[config.mk]
export PLATFORM = sky130hd
export DESIGN_NAME = gdma_rdata
export DESIGN_NICKNAME = d
export VERILOG_FILES = /design/src/rtl/gdma_pkg.sv /design/src/rtl/gdma_rdata_fifo.sv /design/src/rtl/gdma_rdata.sv
export SDC_FILE = /design/constraint.sdc
export NUM_CORES = 1
export LEC_CHECK = 0
export ABC_AREA = 1
export BUFFER_PORTS_ARGS = -buffer_cell sky130_fd_sc_hd__buf_4
export CAP_MARGIN = 20
export CORE_ASPECT_RATIO = 0.75
export CORE_MARGIN = 4
export CORE_UTILIZATION = 61
export DETAILED_ROUTE_END_ITERATION = 8
export PLACE_DENSITY = 0.83
export SYNTH_ARGS = -nofsm -noshare
export SYNTH_HDL_FRONTEND = slang
export SYNTH_SLANG_ARGS = --single-unit
[constraint.sdc]
create_clock -name clk -period 4.65 [get_ports clk]
set_clock_uncertainty 0.15 [all_clocks]
set_input_delay 1.395 -clock clk [delete_from_list [all_inputs] [get_ports clk]]
set_output_delay 1.395 -clock clk [all_outputs]
set_load 0.05 [all_outputs]
[src/rtl/gdma_pkg.sv]
// Shared types and constants for the GDMA read-data channel.
package gdma_pkg;

  typedef enum logic [2:0] {
    ST_IDLE,
    ST_HDR0,
    ST_HDR1,
    ST_DATA,
    ST_DRAIN
  } state_t;

  // A burst may not cross a 4 KiB page: word address low bits all ones ends it.
  localparam logic [9:0] MASK_4K   = 10'h3FF;
  // Longest AXI4 INCR burst is 256 beats; burst counter value 255 ends it.
  localparam logic [7:0] MAX_BURST = 8'hFF;
  localparam logic [1:0] RESP_OKAY = 2'b00;
  localparam int         HDR_WORDS = 2;

endpackage

[src/rtl/gdma_rdata_fifo.sv]
// First-word-fall-through FIFO for read beats ({tlast, data}); flush empties it.
module gdma_rdata_fifo #(
  parameter int DEPTH = 16,
  parameter int WIDTH = 33
) (
  input  logic             clk,
  input  logic             rst,
  input  logic             flush,
  input  logic             push,
  input  logic [WIDTH-1:0] wdata,
  input  logic             pop,
  output logic [WIDTH-1:0] rdata,
  output logic             full,
  output logic             empty
);

  localparam int AW = $clog2(DEPTH);

  logic [WIDTH-1:0] mem [DEPTH];
  logic [AW:0]      wr_ptr;
  logic [AW:0]      rd_ptr;

  assign empty = (wr_ptr == rd_ptr);
  assign full  = (wr_ptr[AW] != rd_ptr[AW]) && (wr_ptr[AW-1:0] == rd_ptr[AW-1:0]);
  assign rdata = mem[rd_ptr[AW-1:0]];

  // Pointer update; a push into a full FIFO is dropped even if a pop happens too.
  always_ff @(posedge clk) begin
    if (rst || flush) begin
      wr_ptr <= '0;
      rd_ptr <= '0;
    end else begin
      if (push && !full) wr_ptr <= wr_ptr + (AW+1)'(1);
      if (pop && !empty) rd_ptr <= rd_ptr + (AW+1)'(1);
    end
  end

  // Storage write; contents need no reset because the pointers qualify them.
  always_ff @(posedge clk) begin
    if (push && !full) mem[wr_ptr[AW-1:0]] <= wdata;
  end

endmodule

[src/rtl/gdma_rdata.sv]
// GDMA read-data channel: checks AXI R framing, buffers beats, and streams
// two header words followed by the payload toward the GTP link.
//
// state | meaning
// IDLE  | no transfer, gdma_done held high
// HDR0  | sending start_addr[31:0]; R beats may already fill the FIFO
// HDR1  | sending length
// DATA  | streaming FIFO head while beats are still arriving
// DRAIN | all beats received; emptying FIFO, waiting for gdma_addr_done
module gdma_rdata
  import gdma_pkg::*;
#(
  parameter int FIFO_DEPTH = 16
) (
  input  logic        clk,
  input  logic        rst,
  input  logic [48:0] start_addr,
  input  logic [31:0] length,
  input  logic        op_start,
  input  logic        gdma_addr_done,
  output logic        gdma_done,
  output logic        rd_err,
  input  logic [31:0] gdma_ddr_rdata,
  input  logic [1:0]  gdma_ddr_rresp,
  input  logic        gdma_ddr_rlast,
  input  logic        gdma_ddr_rvalid,
  output logic        gdma_ddr_rready,
  output logic        gdma2gtp_tvalid,
  input  logic        gdma2gtp_tready,
  output logic [31:0] gdma2gtp_tdata,
  output logic        gdma2gtp_tlast
);

  // The FIFO must at least cover the header phase twice over and be a power of two.
  if (FIFO_DEPTH < 2 * HDR_WORDS || (FIFO_DEPTH & (FIFO_DEPTH - 1)) != 0) begin : g_bad_depth
    $error("gdma_rdata: FIFO_DEPTH must be a power of two and at least 4");
  end

  state_t      state_q, state_d;
  logic [31:0] hdr0_q;
  logic [31:0] len_q;
  logic [46:0] raddr_cnt;
  logic [7:0]  burst_cnt;
  logic [29:0] rbeat_cnt;
  logic        rdata_done;
  logic        tlast_done_q;
  logic        done_set;

  logic [32:0] fifo_rdata;
  logic        fifo_full;
  logic        fifo_empty;
  logic        fifo_pop;

  logic r_hs;
  logic final_beat;
  logic exp_last;
  logic all_rcvd;
  logic tlast_hs;

  assign r_hs       = gdma_ddr_rvalid && gdma_ddr_rready;
  assign final_beat = (rbeat_cnt == len_q[31:2]);
  assign exp_last   = (raddr_cnt[9:0] == MASK_4K) || (burst_cnt == MAX_BURST) || final_beat;
  assign all_rcvd   = rdata_done || (r_hs && final_beat);

  // rready depends only on registered state, never on tready.
  assign gdma_ddr_rready = !fifo_full && !rdata_done &&
                           (state_q == ST_HDR0 || state_q == ST_HDR1 || state_q == ST_DATA);

  assign fifo_pop = gdma2gtp_tvalid && gdma2gtp_tready &&
                    (state_q == ST_DATA || state_q == ST_DRAIN);
  assign tlast_hs = fifo_pop && fifo_rdata[32];

  gdma_rdata_fifo #(
    .DEPTH (FIFO_DEPTH),
    .WIDTH (33)
  ) u_fifo (
    .clk   (clk),
    .rst   (rst),
    .flush (op_start),
    .push  (r_hs && !op_start),
    .wdata ({final_beat, gdma_ddr_rdata}),
    .pop   (fifo_pop),
    .rdata (fifo_rdata),
    .full  (fifo_full),
    .empty (fifo_empty)
  );

  // State register.
  always_ff @(posedge clk) begin
    if (rst) state_q <= ST_IDLE;
    else     state_q <= state_d;
  end

  // Next state and stream mux. The tlast entry is the last one written, so
  // popping it (or having popped it earlier) means the FIFO is drained.
  // When every beat arrived during the header, HDR1 skips straight to DRAIN
  // so the tlast word is only ever presented in DRAIN.
  always_comb begin
    state_d         = state_q;
    done_set        = 1'b0;
    gdma2gtp_tvalid = 1'b0;
    gdma2gtp_tdata  = 32'h0;
    gdma2gtp_tlast  = 1'b0;
    unique case (state_q)
      ST_HDR0: begin
        gdma2gtp_tvalid = 1'b1;
        gdma2gtp_tdata  = hdr0_q;
        if (gdma2gtp_tready) state_d = ST_HDR1;
      end
      ST_HDR1: begin
        gdma2gtp_tvalid = 1'b1;
        gdma2gtp_tdata  = len_q;
        if (gdma2gtp_tready) state_d = all_rcvd ? ST_DRAIN : ST_DATA;
      end
      ST_DATA, ST_DRAIN: begin
        gdma2gtp_tvalid = !fifo_empty;
        gdma2gtp_tdata  = fifo_empty ? 32'h0 : fifo_rdata[31:0];
        gdma2gtp_tlast  = !fifo_empty && fifo_rdata[32];
        if (state_q == ST_DATA) begin
          if (all_rcvd) state_d = ST_DRAIN;
        end else if ((tlast_hs || tlast_done_q) && gdma_addr_done) begin
          state_d  = ST_IDLE;
          done_set = 1'b1;
        end
      end
      default: state_d = ST_IDLE;
    endcase
    if (op_start) begin
      state_d  = ST_HDR0;
      done_set = 1'b0;
    end
  end

  // Transfer bookkeeping: header latches, beat counters, error and done flags.
  always_ff @(posedge clk) begin
    if (rst) begin
      hdr0_q       <= 32'h0;
      len_q        <= 32'h0;
      raddr_cnt    <= '0;
      burst_cnt    <= '0;
      rbeat_cnt    <= '0;
      rdata_done   <= 1'b0;
      tlast_done_q <= 1'b0;
      rd_err       <= 1'b0;
      gdma_done    <= 1'b1;
    end else if (op_start) begin
      hdr0_q       <= start_addr[31:0];
      len_q        <= length;
      raddr_cnt    <= start_addr[48:2];
      burst_cnt    <= '0;
      rbeat_cnt    <= '0;
      rdata_done   <= 1'b0;
      tlast_done_q <= 1'b0;
      rd_err       <= 1'b0;
      gdma_done    <= 1'b0;
    end else begin
      if (r_hs) begin
        raddr_cnt <= raddr_cnt + 47'd1;
        rbeat_cnt <= rbeat_cnt + 30'd1;
        burst_cnt <= exp_last ? 8'h00 : burst_cnt + 8'd1;
        if (final_beat) rdata_done <= 1'b1;
        if (gdma_ddr_rresp != RESP_OKAY || gdma_ddr_rlast != exp_last) rd_err <= 1'b1;
      end
      if (tlast_hs) tlast_done_q <= 1'b1;
      if (done_set) gdma_done <= 1'b1;
    end
  end

endmodule

# Yosys cells after proc, flatten, opt, wreduce, memory -nomap -nowiden
# Memory sizes are Yosys's and may differ from the RTL's. A register that Yosys moved wholly into a read port is not among the register bits.
# Cells that the tools add are included.
# classes
addsub	5
n_eq_ne	19
mul	0
magnitude_cmp	0
muxes	25
div	0
bitwise_logic	0
shifts	0
n_reduce_logical	36
# op_table
operator	n
$pmux W32 S3	1
$mux W47	2
$add A47 B1 Y47 const B	1
$mux W32	1
$add A30 B1 Y30 const B	1
$eq A30 B30 Y1	1
$mux W3	6
$logic_and A1 B1 Y1	13
$ne A3 B3 Y1 const B	4
$add A5 B1 Y5 const B	2
$eq A10 B10 Y1 const B	1
$mux W1	10
$logic_or A1 B1 Y1	9
$pmux W3 S3	1
$add A8 B1 Y8 const B	1
$eq A8 B8 Y1 const B	1
$mux W4	2
$mux W8	1
$ne A4 B4 Y1 const B	2
$reduce_and A4 Y1	2
$eq A3 B2 Y1 const B	2
$reduce_bool A2 Y1	3
$reduce_or A2 Y1	3
$eq A5 B5 Y1	1
8 further kinds	14
# word_totals
mem_count	1
regBits	166
mem_bits_rw	528
wordCells	99
latch_bits	0
inputBits	122
out_inout_bits	37
rom_bits	0
# memory_table
name	words	width	rd	rd_clocked_by_memory_dff	wr	line_no	text
u_fifo.mem	16	33	1	1	1	gdma_rdata_fifo.sv:19	logic [WIDTH-1:0] mem [DEPTH];

# Depth between registers and ports, before layout
# logic_depth
depth_word	14
depth_mapped	17
depth_no_buf	16

# Hierarchy
# From an unflattened synthesis, not the netlist that was laid out.
# hier_totals
hier_cells	2661
hier_area_um2	28313.4
# by_module_without_submodules
module	cells_per_inst	n_inst	area_each_um2
gdma_rdata_fifo	1792	1	22231.3
gdma_rdata	869	1	6082.1

# Worst setup path after synthesis
# No wires, ideal clock.
# synth_path
kind	input to register
from	input gdma_ddr_rvalid
to	memory u_fifo.mem[0][0], enable pin
path_slack_ns	0.711
setup_time_ns	0.423
cell_stages	5
arrival_ns	3.366
t_required_ns	4.077
n_path_buf	1
path_cell_list	nand3_4 > nor2_4 > buf_2 > nand2_1 > nor2_1
# synth_via
elab_chain_cells	5
# synth_rtl
item	line_no	text
start: declaration	gdma_rdata.sv:26	input logic gdma_ddr_rvalid,
$logic_and A1 B1 Y1	gdma_rdata.sv:60	assign r_hs = gdma_ddr_rvalid && gdma_ddr_rready;
$logic_and A1 B1 Y1	gdma_rdata.sv:80	.push (r_hs && !op_start),
$logic_and A1 B1 Y1	gdma_rdata_fifo.sv:40	if (push && !full) mem[wr_ptr[AW-1:0]] <= wdata;
$mux W1	gdma_rdata_fifo.sv:40	
$mux W1 (not written as such)	gdma_rdata_fifo.sv:40	
end: declaration	gdma_rdata_fifo.sv:19	
# No other way between the ends.

==> summary.md <==
| Metric | Value |
|---|---|
| Outcome | `complete, no violations` |
| Final Hold Vio Count | `0` |
| DP HPWL | `43,320 um` |
| Top cells by area, synth | `edfxtp_1, dfxtp_1, o21ai_0` |
| Slew HR | `41.50%` |
| CTS Hold Bufs | `0` |
| Layout cell share with drive strength beyond 1 | `12.13%` |
| Drt drc | `0` |
| Final min period | `4474 ps` |
| Synth-to-layout area growth | `13.87%` |
| CTS tree | `built` |
| Vias/cell | `6.358` |
| Sink Count | `661` |
| Vias | `20.25k` |
| Data arrival, critical path | `2930 ps` |
| Clk buf depth | `3` |
| Pwr/cell area | `370.5 mW/mm^2` |
| Final Slew Violations | `0` |
| First drt pass iteration count | `6` |
| EDFF count, synth | `528` |
| Post-Syn Area | `0.02716 sq mm` |
| RSZ-0062 raised after global routing | `no` |
| Setup repair bufs after CTS | `0` |
| Tot GR Track Use | `29.76%` |
| Top cell type by total area after synthesis | `edfxtp_1` |
| Cts bufs inserted | `58` |
| Clk root buf | `clkbuf_16` |
| Post-Route WL | `72,940 um` |
| Clk pin slew, worst setup/hold paths | `60 ps` |
| Least-Margin Pin Slew | `877.5 ps` |
| TNS Setup | `0 ps` |
| Tcrit/Tclk final | `96.21%` |
| Final net count | `2,690` |
| Min-delay worst type | `reg2reg` |
| Synthesized Nets | `2,587` |
| Crit Path Category | `reg2out` |
| Die W | `251.7 um` |
| Iter 0 DRT Violations | `3,143` |
| Largest net degree at the start of global routing | `133` |
| Synth top area share | `58.37%` |
| H-tree depth | `2` |
| WL/cell | `22.91 um` |
| Synthesis Warnings | `0` |
| RD Place Congestion | `0.9860` |
| Detail Route Antenna Nets | `0` |
| First-pass GRT wire length | `110,200 um` |
| I/O Buffers | `141` |
| Syn avg cell area | `11.06 sq um` |
| Reg2Reg Depth | `12` |
| Final non-filler cell total | `3,184` |
| Initial antenna violation count | `3` |
| Yosys reg bits | `661` |
| Register area share after synthesis | `68.17%` |
| Die area | `0.04800 sq mm` |
| Placed cell count | `3,078` |
| Hold path cells | `2` |
| CP startpoint kind | `flop` |
| # Max-Cap Violations | `0` |
| Worst IR Drop VDD | `321.4 uV` |
| Initial Util | `62.18%` |
| Mapped Cells | `2,457` |
| Num ports | `159` |
| FMAX | `223.5 MHz` |
| CP Data Required Time | `3110 ps` |
| Static leakage | `10.58 nW` |
| Die height | `190.7 um` |
| Final setup fails | `0` |
| Post-synth ARST share | `0%` |
| Vias in the first global route | `19.43k` |
| Tot Pwr | `11.46 mW` |
| Post-synth cell types | `45` |
| Most used DFF post-synth | `edfxtp_1` |
| Row cnt | `66` |
| Crit end category | `output port` |
| Crit Path Max Fanout | `33` |
| Core area | `0.04368 sq mm` |
| Worst skew pair latency | `610 ps` |
| Overflow after GRT | `0` |
## critical path, cell delays in order, from the launching register on
cell and delay, ps:
dfxtp_4 350, inv_2 350, buf_4 420, o21ai_0 170
o22ai_1 160, o21ai_0 150, nand2_1 110, nand3_1 200
o221ai_1 150, buf_4 250
## final timing paths
check | startpoint | slack (ps) | endpoint
min | rd_err | 310 | rd_err
min reg2reg | rd_err | 310 | rd_err
max reg2reg | u_fifo.wr_ptr[0] | 1480 | u_fifo.mem[3][18]
max | flop | 180 | gdma2gtp_tdata[20]
## flip-flops by register name, summed over array words and instances (netlist names), 3 cells and up, named ones only
register / count
rbeat_cnt: 30
u_fifo.wr_ptr: 5
hdr0_q: 32
u_fifo.mem: 528
u_fifo.rd_ptr: 5
state_q: 3
raddr_cnt: 10
burst_cnt: 8
len_q: 32
## placed cells by master, fill, tap and decap left out, drive strengths merged, types with 27 or more instances in the layout
| cell type | netlist | final |
|---|---|---|
| a21oi | 41 | 41 |
| buf | 42 | 195 |
| clkbuf | 110 | 77 |
| dfxtp | 133 | 133 |
| edfxtp | 528 | 528 |
| inv | 157 | 159 |
| nand2 | 294 | 294 |
| nand3 | 141 | 141 |
| nor2 | 336 | 336 |
| nor3 | 27 | 27 |
| o21ai | 392 | 392 |
| o221ai | 86 | 86 |
| o22ai | 80 | 80 |
## cell usage after synthesis, types with 10 or more instances
cell type	number
a21oi_1	41
nor4_1	10
nor2_1	329
xor2_1	17
nor3_1	25
xnor2_1	12
a31oi_1	12
buf_2	26
o221ai_1	86
nand3_1	140
clkbuf_1	110
inv_1	148
buf_1	11
nand2_1	291
o22ai_1	80
o21ai_0	390
dfxtp_1	133
edfxtp_1	528
## cell families after synthesis
family	count (synthesis)	synth area share, %
and+or+nand+nor	824	12.75
DFF	661	68.17
AOI/OAI and AO/OA	622	13.22
buffers and inverters	312	4.514
xor gates and xnor gates	29	0.9351
adders and majority gates	8	0.3685
muxes	1	0.03685
## layout make-up
class | instances | area, sq um
Sequential cell | 661 | 18530
Fill cell | 2812 | 12760
Multi-Input combinational cell | 1484 | 7531
Timing Repair Buffer | 195 | 1768
Clock buffer | 77 | 1554
Tap cell | 578 | 723.2
Inverter | 160 | 608.1
Clock inverter | 28 | 212.7
Antenna cell | 1 | 2.502
## what timing repair did
action                     CTS  global route
hold endpoints to repair     0             0
gates resized for setup      0             3
setup endpoints to repair    0             9
## stage by stage
| stage | hold WS, ps | worst slack (ps) | util [%] | area (sq um) |
|---|---|---|---|---|
| floorplan | 277.6 | 710.9 | - | 27160 |
| global placement | 293.8 | 717.9 | 66.74 | 29150 |
| detailed placement | 300.1 | 710.4 | 66.74 | 29150 |
| CTS | 309.2 | 19.50 | 70.78 | 30920 |
| global route | 337.0 | 1.136 | 70.80 | 30930 |
| finish | 306.4 | 176.2 | 70.80 | 30930 |
## power by group
group | internal [mW] | leakage [nW] | switching (mW)
sequential | 6.42 | 5.83 | 0.0278
combinational | 0.142 | 3.90 | 0.294
clock | 2.50 | 0.856 | 2.07
total | 9.07 | 10.6 | 2.39
## routing by layer
metal | GRT usage, % | part of all wire, % | up-vias | wire length (um)
li1 | - | - | 9034 | -
met1 | 41.31 | 38 | 9758 | 27380
met2 | 47.37 | 47 | 1279 | 34410
met3 | 6.081 | 12 | 170 | 8633
met4 | 10.86 | 3.4 | 4 | 2488
met5 | 0 | 0.038 | - | 28
Note: power is estimated with default switching activity, not from simulation.
